--- config.mk ---
export PLATFORM = sky130hd
export DESIGN_NAME = clk_div_ctrl
export DESIGN_NICKNAME = d
export VERILOG_FILES = /design/src/rtl/clk_div_pkg.sv /design/src/rtl/clk_div_core.sv /design/src/rtl/clk_div_ctrl.sv
export SDC_FILE = /design/constraint.sdc
export NUM_CORES = 1
export LEC_CHECK = 0
export CAP_MARGIN = 20
export CORE_ASPECT_RATIO = 0.5
export CORE_MARGIN = 3
export CORE_UTILIZATION = 45
export DETAILED_ROUTE_END_ITERATION = 8
export SLEW_MARGIN = 20
export SYNTH_ARGS = -nofsm -noshare
export SYNTH_HDL_FRONTEND = slang
export SYNTH_SLANG_ARGS = --single-unit
--- constraint.sdc ---
create_clock -name clk_in -period 4.53 [get_ports clk_in]
set_input_delay 0.906 -clock clk_in [delete_from_list [all_inputs] [get_ports clk_in]]
set_output_delay 0.906 -clock clk_in [all_outputs]
set_load 0.1 [all_outputs]
--- src/rtl/clk_div_pkg.sv ---
// Shared definitions for the clock divider controller.
//   state_e : controller states (off, running, running with a config pending)
//   MIN_DIV : smallest divisor the divider will ever run at
package clk_div_pkg;

    localparam int unsigned MIN_DIV = 2;

    typedef enum logic [1:0] {
        StOff,
        StRun,
        StSwitch
    } state_e;

endpackage

--- src/rtl/clk_div_core.sv ---
// Divider datapath: period counter, divisor register and clk_out/tick generation.
// Ports:
//   clk_in, rst_n : clock, synchronous active-low reset
//   run           : the divider is counting in the next cycle
//   load          : load load_div as the new divisor and restart the period at 0
//   load_div      : divisor to load (already clamped by the controller)
//   last          : counter is at N-1 (period boundary)
//   clk_out, tick : registered divided clock and period-start pulse
module clk_div_core #(
    parameter int unsigned WIDTH       = 16,
    parameter int unsigned DEFAULT_DIV = 5
) (
    input  logic             clk_in,
    input  logic             rst_n,
    input  logic             run,
    input  logic             load,
    input  logic [WIDTH-1:0] load_div,
    output logic             last,
    output logic             clk_out,
    output logic             tick
);

    logic [WIDTH-1:0] cnt_q, cnt_d;
    logic [WIDTH-1:0] n_q, n_d;
    logic             clk_out_d, tick_d;

    assign last = (cnt_q == n_q - WIDTH'(1));

    // Outputs are computed from the next counter value so the registered
    // clk_out/tick line up with the cycle in which cnt holds that value.
    always_comb begin
        n_d = load ? load_div : n_q;
        if (!run || load || last) begin
            cnt_d = '0;
        end else begin
            cnt_d = cnt_q + WIDTH'(1);
        end
        clk_out_d = run && (cnt_d < (n_d >> 1));
        tick_d    = run && (cnt_d == '0);
    end

    always_ff @(posedge clk_in) begin
        if (!rst_n) begin
            cnt_q   <= '0;
            n_q     <= WIDTH'(DEFAULT_DIV);
            clk_out <= 1'b0;
            tick    <= 1'b0;
        end else begin
            cnt_q   <= cnt_d;
            n_q     <= n_d;
            clk_out <= clk_out_d;
            tick    <= tick_d;
        end
    end

endmodule

--- src/rtl/clk_div_ctrl.sv ---
// Glitch-free programmable clock divider with a valid/ready configuration port.
// New settings take effect only at a period boundary, so clk_out never shows a
// runt pulse; a request arriving mid-period is parked until the boundary.
// Ports:
//   clk_in, rst_n         : clock, synchronous active-low reset
//   cfg_valid / cfg_ready : configuration handshake
//   cfg_div, cfg_enable   : requested divisor (0/1 clamp to 2) and run/stop
//   clk_out, tick         : divided clock and pulse on each clk_out rising edge
//   busy                  : divider is running (or finishing a period before a switch)
module clk_div_ctrl
    import clk_div_pkg::*;
#(
    parameter int unsigned WIDTH       = 16,
    parameter int unsigned DEFAULT_DIV = 5
) (
    input  logic             clk_in,
    input  logic             rst_n,
    input  logic             cfg_valid,
    output logic             cfg_ready,
    input  logic [WIDTH-1:0] cfg_div,
    input  logic             cfg_enable,
    output logic             clk_out,
    output logic             tick,
    output logic             busy
);

    state_e           state_q, state_d;
    logic [WIDTH-1:0] pend_div_q;
    logic             pend_en_q;
    logic             accept;
    logic [WIDTH-1:0] cfg_div_eff;
    logic             load;
    logic [WIDTH-1:0] load_div;
    logic             run;
    logic             last;

    always_comb begin
        accept      = cfg_valid && cfg_ready;
        cfg_div_eff = (cfg_div < WIDTH'(MIN_DIV)) ? WIDTH'(MIN_DIV) : cfg_div;
        state_d     = state_q;
        load        = 1'b0;
        load_div    = cfg_div_eff;
        unique case (state_q)
            StOff: begin
                if (accept) begin
                    load = 1'b1;
                    if (cfg_enable) state_d = StRun;
                end
            end
            StRun: begin
                if (accept) begin
                    if (last) begin
                        // Request lands exactly on the boundary: apply it directly.
                        load    = 1'b1;
                        state_d = cfg_enable ? StRun : StOff;
                    end else begin
                        state_d = StSwitch;
                    end
                end
            end
            StSwitch: begin
                if (last) begin
                    load     = 1'b1;
                    load_div = pend_div_q;
                    state_d  = pend_en_q ? StRun : StOff;
                end
            end
            default: state_d = StOff;
        endcase
        run = (state_d != StOff);
    end

    always_ff @(posedge clk_in) begin
        if (!rst_n) begin
            state_q    <= StOff;
            pend_div_q <= '0;
            pend_en_q  <= 1'b0;
            busy       <= 1'b0;
            cfg_ready  <= 1'b1;
        end else begin
            state_q <= state_d;
            if (state_q == StRun && accept && !last) begin
                pend_div_q <= cfg_div_eff;
                pend_en_q  <= cfg_enable;
            end
            busy      <= (state_d != StOff);
            cfg_ready <= (state_d != StSwitch);
        end
    end

    clk_div_core #(
        .WIDTH       (WIDTH),
        .DEFAULT_DIV (DEFAULT_DIV)
    ) u_core (
        .clk_in   (clk_in),
        .rst_n    (rst_n),
        .run      (run),
        .load     (load),
        .load_div (load_div),
        .last     (last),
        .clk_out  (clk_out),
        .tick     (tick)
    );

endmodule

# Word-level counts from Yosys, hierarchy flattened
# Cells that the tools add are included.
# W data, S select, Z words.
[word_totals]
ff_bits = 55
in_bits = 20
output_inout_bits = 4
wordCells = 47
[classes]
n_addsub = 2
order_cmp = 2
n_eq_ne = 4
mux = 17
n_reduce_logical = 12
[op_table]
columns = ["op", "n"]
rows = [
  ["$mux W16", 5],
  ["$add A16 B1 Y16 const B", 1],
  ["$eq A16 B16 Y1", 1],
  ["$logic_not A16 Y1", 1],
  ["$lt A16 B15 Y1", 1],
  ["$lt A16 B2 Y1 const B", 1],
  ["$sub A16 B1 Y16 const B", 1],
  ["$mux W2", 5],
  ["$pmux W2 S3", 1],
  ["$logic_and A1 B1 Y1", 5],
  ["$mux W1", 5],
  ["$pmux W1 S3", 1],
  ["$eq A2 B1 Y1 const B", 1],
  ["$eq A2 B2 Y1 const B", 1],
  ["$logic_not A1 Y1", 2],
  ["$logic_not A2 Y1", 1],
  ["$logic_or A1 B1 Y1", 2],
  ["$ne A2 B2 Y1 const B", 1],
  ["$reduce_bool A2 Y1", 1],
]

# Depth between registers and ports, before layout
[depth]
word_depth = 12
ltp_mapped = 20
depth_no_buf = 18

# Cells and area by module
# From an unflattened synthesis, not the netlist that was laid out.
[hier_totals]
hier_cells = 435
area_unflattened_um2 = 3858.7
[modules_own_cells]
columns = ["mod", "instances", "cells_per_inst", "area_each_um2", "seq_area_each_um2"]
rows = [
  ["clk_div_core", 1, 303, 2601.2, 680.7],
  ["clk_div_ctrl", 1, 132, 1257.5, 420.4],
]

# Worst setup path after synthesis
# OpenSTA, ideal clock, no wires.
[synth_path]
path_kind = "register to register"
start = "reg u_core.n_q[3]"
end = "reg u_core.clk_out"
setup_time_ns = 0.079
arrival_time_ns = 3.891
required_time_ns = 4.451
slack_ns = 0.559
stages_incl_launch_ff = 20
n_path_buf = 4
period_less_slack_ns = 3.971
cell_sequence = "dfxtp_1 -> buf_6 -> or4_4 -> or4_1 -> o311a_1 -> a22oi_1 -> and3_1 -> buf_6 -> or2b_4 -> buf_6 -> buf_2 -> nor2_1 -> ha_1 -> a21o_1 -> a21o_1 -> a21oi_1 -> a21oi_1 -> a31oi_1 -> o221ai_2 -> a211oi_2"
[synth_via]
elab_chain_len = 12
word_cells_on_any_way = 19
classes_between = "1 x add/sub; 1 x order compare; 1 x eq/ne; 11 x mux; 5 x reduce/logical"
[synth_lines]
columns = ["item", "line_no", "text"]
rows = [
  ["start, declared", "clk_div_core.sv:24", "logic [WIDTH-1:0] n_q, n_d;"],
  ["start signal, assigned", "clk_div_core.sv:45", "n_q <= WIDTH'(DEFAULT_DIV);"],
  ["start signal, assigned", "clk_div_core.sv:50", "n_q <= n_d;"],
  ["$sub A16 B1 Y16 *", "clk_div_core.sv:27", "assign last = (cnt_q == n_q - WIDTH'(1));"],
  ["$eq A16 B16 Y1 *", "clk_div_core.sv:27", ""],
  ["$mux W2", "clk_div_ctrl.sv:52", "if (last) begin"],
  ["$mux W2", "clk_div_ctrl.sv:51", "if (accept) begin"],
  ["$pmux W2 S3", "clk_div_ctrl.sv:43", "unique case (state_q)"],
  ["$reduce_bool A2 Y1", "clk_div_ctrl.sv:70", "run = (state_d != StOff);"],
  ["$logic_not A1 Y1", "clk_div_core.sv:33", "if (!run || load || last) begin"],
  ["$logic_or A1 B1 Y1", "clk_div_core.sv:33", ""],
  ["$logic_or A1 B1 Y1 *", "clk_div_core.sv:33", ""],
  ["$mux W16 *", "clk_div_core.sv:33", ""],
  ["net u_core.cnt_d[9]", "clk_div_core.sv:23", "logic [WIDTH-1:0] cnt_q, cnt_d;"],
  ["$lt A16 B15 Y1 *", "clk_div_core.sv:38", "clk_out_d = run && (cnt_d < (n_d >> 1));"],
  ["$logic_and A1 B1 Y1 *", "clk_div_core.sv:38", ""],
  ["end signal, assigned", "clk_div_core.sv:51", "clk_out <= clk_out_d;"],
  ["end, declared", "clk_div_core.sv:19", "output logic clk_out,"],
]
# Mark *: on every way through the listed nets, which the timed path passes. The rest lies on a longest branch.
# A chain may end at the register's enable or synchronous reset.

# Final worst setup path
[layout_path]
start = "reg u_core.n_q[3]"
end = "reg u_core.clk_out"
[layout_via]
elab_chain_len = 12
word_cells_on_any_way = 19
classes_between = "1 x add/sub; 1 x order compare; 1 x eq/ne; 11 x mux; 5 x reduce/logical"
[layout_lines]
columns = ["item", "line_no"]
rows = [
  ["$sub A16 B1 Y16", "clk_div_core.sv:27"],
  ["$eq A16 B16 Y1", "clk_div_core.sv:27"],
  ["$mux W2", "clk_div_ctrl.sv:52"],
  ["$mux W2", "clk_div_ctrl.sv:51"],
  ["$pmux W2 S3", "clk_div_ctrl.sv:43"],
  ["$reduce_bool A2 Y1", "clk_div_ctrl.sv:70"],
  ["$logic_not A1 Y1", "clk_div_core.sv:33"],
  ["$logic_or A1 B1 Y1 (2 in a row)", "clk_div_core.sv:33"],
  ["$mux W16", "clk_div_core.sv:33"],
  ["$lt A16 B15 Y1", "clk_div_core.sv:38"],
  ["$logic_and A1 B1 Y1 *", "clk_div_core.sv:38"],
]
# Mark *: on every way between the ends. The rest lies on a longest branch, timed or not.

==> out/metrics.cfg <==
[run_status]
status=complete, no violations

[clocking]
post-cts-setup-buffers=0
clockBufferDepth=2
clk_pin_slew_ns=0.08
cts_resized=0
htreeDepth=2
clk_latency_ns=0.30
cts_buffers=5
numClockSinks=55
cts_hold_buf=0
tritoncts=yes
cts_root_buf=clkbuf_16

[placement]
place.gp.congestion=0.9419
place_area_mm2=0.003837
portBuffers=23
hpwl_um=7566
place_ws_ns=0.1470

[setup_path]
cp_max_fo=24
arrival_ns=4.48
critPathRequiredTime_ns=4.76
critPathCaptureType=register
critical_path_class=reg -> reg
critPathLaunchType=register

[route]
drt-pass1-iter-count=5
drt_iter0_drc=290
vias=3260
drc=0
wirelength_um=9726
ant_nets=0
viasPerCell=5.811
wl_per_cell_um=17.34

[floorplanning]
fp.dieH_um=68.48
ios=24
die_width_um=131.0
start_util_pct=47.10
die_area_mm2=0.008968
core_mm2=0.007460
std_cell_rows=22

[final_layout]
fill_cells=697
multi_input_area_mm2=0.002270
n_antenna_cell=0
final_common_cell=nor2_1
drive_gt1_share_pct=8.830
regArea_mm2=0.001101
nets=489
syn2layout_area_growth_pct=13.92
mostFrequentLayoutCells=67 x nor2_1, 55 x dfxtp_1, 29 x nand2_1
final_cell_area_mm2=0.004003

[power_and_ir_drop]
powerDensity_mw_per_mm2=304.0
p_leak_nw=1.502
ir_drop_mv=0.1367

[global_routing]
grt_pass1_wl_um=15220
grt_pass1_vias=2971
grt_max_degree=25
track_usage_pct=22.52
antenna_found_initial=0
overflow=0

[timing]
hold_violations=0
rsz0062_at_grt=no
tns_ns=0
drv_slew=0
max_freq_mhz=234.9
period_minus_slack_ns=4.258
period_share_pct=93.99
skew_ns=0.009488
fin_ws_ns=0.2721
maxSlewHeadroom_pct=34.85
setup_viol=0
worstMarginPinSlew_ns=0.9742

[logic_synthesis]
synth_top_cells_by_area=dfxtp_1 31%, nor2_1 7.2%, ha_1 5.7%
yosysTopAreaCellShare_pct=31.34
ys_seq_area_share_pct=31.34
syn-num-nets=470
ys_ff_latch=55
synth_edf_count=0
yosys_warnings=0
synth_cell_types=54
syn_avg_cell_area_um2=8.095
synth_ff_type=dfxtp_1
yosysTopAreaCell=dfxtp_1
async_reset_ff_share_pct=0
synthesis.area_mm2=0.003513
syn_inst=434

[worst_hold_path]
hold_path.class=reg -> reg

[run]
cap_violations=0

==> metrics by stage <==
| stage | util [%] | std cells | hold WS (ns) | total power [mW] |
|---|---|---|---|---|
| after global placement | 51.44 | 554 | 0.4733 | 0.8180 |
| after floorplan | - | 434 | 0.4523 | 0.7378 |
| final | 53.66 | 561 | 0.5021 | 1.217 |
| after global routing | 53.66 | 561 | 0.5393 | 1.267 |
| after detailed placement | 51.44 | 554 | 0.4840 | 0.8214 |
| after CTS | 53.35 | 561 | 0.5064 | 1.211 |
==> power by group <==
part           switching, mW  internal (mW)
clock                  0.188          0.206
sequential            0.0273          0.506
combinational          0.174          0.117
==> final cells by class <==
cell class / instances / share of cell area (%)
clock buffer: 5 / 3.126
timing repair buffer: 34 / 7.815
inverter: 11 / 1.032
tap: 108 / 3.376
clock inverter: 2 / 0.4376
multi-input combinational: 346 / 56.71
sequential: 55 / 27.51
==> synthesized netlist by cell type (2+ instances only) <==
cell and instances:
buf_2 3, nand3_1 25, nor2b_1 4, buf_6 4, nor3b_1 2, a22oi_1 2
nand4_1 6, nor3_1 16, and2_1 14, xor2_1 15, or3_1 3, o211ai_1 4
and4_1 2, mux2_2 5, nor2_2 2, mux2i_1 20, inv_1 11, nor2_1 67
nor4_1 9, a31oi_1 3, a21o_1 4, and3_1 4, o21ai_0 8, a211oi_1 5
a21oi_1 21, nand2_1 29, nand2b_1 3, ha_1 16, o21a_1 14, buf_4 2
xnor2_1 18, dfxtp_1 55, nand3b_1 3, or4_1 2, o22ai_1 2, clkbuf_1 13
==> flip-flops by register name, summed over array words and instances, names as in the netlist <==
name and cells:
busy 1, u_core.tick 1, pend_div_q 16, pend_en_q 1, state_q 2, u_core.n_q 16, u_core.cnt_q 16, cfg_ready 1
u_core.clk_out 1
==> critical path: stages (launching register included) <==
cell and delay [ns]:
dfxtp_1 0.38, or4_4 0.60, or4_1 0.55, o311a_1 0.15, a22oi_2 0.24, o2111a_2 0.30
nor2_4 0.12, a21oi_2 0.21, nor2_1 0.06, ha_1 0.32, a21o_1 0.19, a21o_1 0.17
a21oi_1 0.20, a21oi_1 0.11, a31oi_1 0.23, o221ai_2 0.14, a211oi_2 0.20
==> logic make-up after synthesis <==
family	count (synthesis)	synth area share, %
buf+inv	33	4.701
flops	55	31.34
xor+xnor	33	8.227
mux	25	7.300
compound gates	72	13.96
fa+ha+maj	16	5.698
simple gates	200	28.77
==> routing by layer <==
layer  share of wire, %  vias to the layer above  routed length [um]  track usage (%)
met4               0.70                        0                  68            3.205
met2                 41                      126                3973            33.46
met3                8.2                        9                 795            5.222
met5                  0                        -                   0                0
met1                 50                     1553                4889            33.60
li1                   -                     1572                   -                -
==> worst paths after layout <==
kind                                     from             end  slack (ns)  cells after the start
worst max-delay path            u_core.n_q[3]  u_core.clk_out        0.27                     16
worst max register to register  u_core.n_q[3]  u_core.clk_out        0.27                     16
worst min-delay path            pend_div_q[0]   pend_div_q[0]        0.50                      2
worst min register to register  pend_div_q[0]   pend_div_q[0]        0.50                      2
No activity file was read; power rests on OpenSTA's default activity.
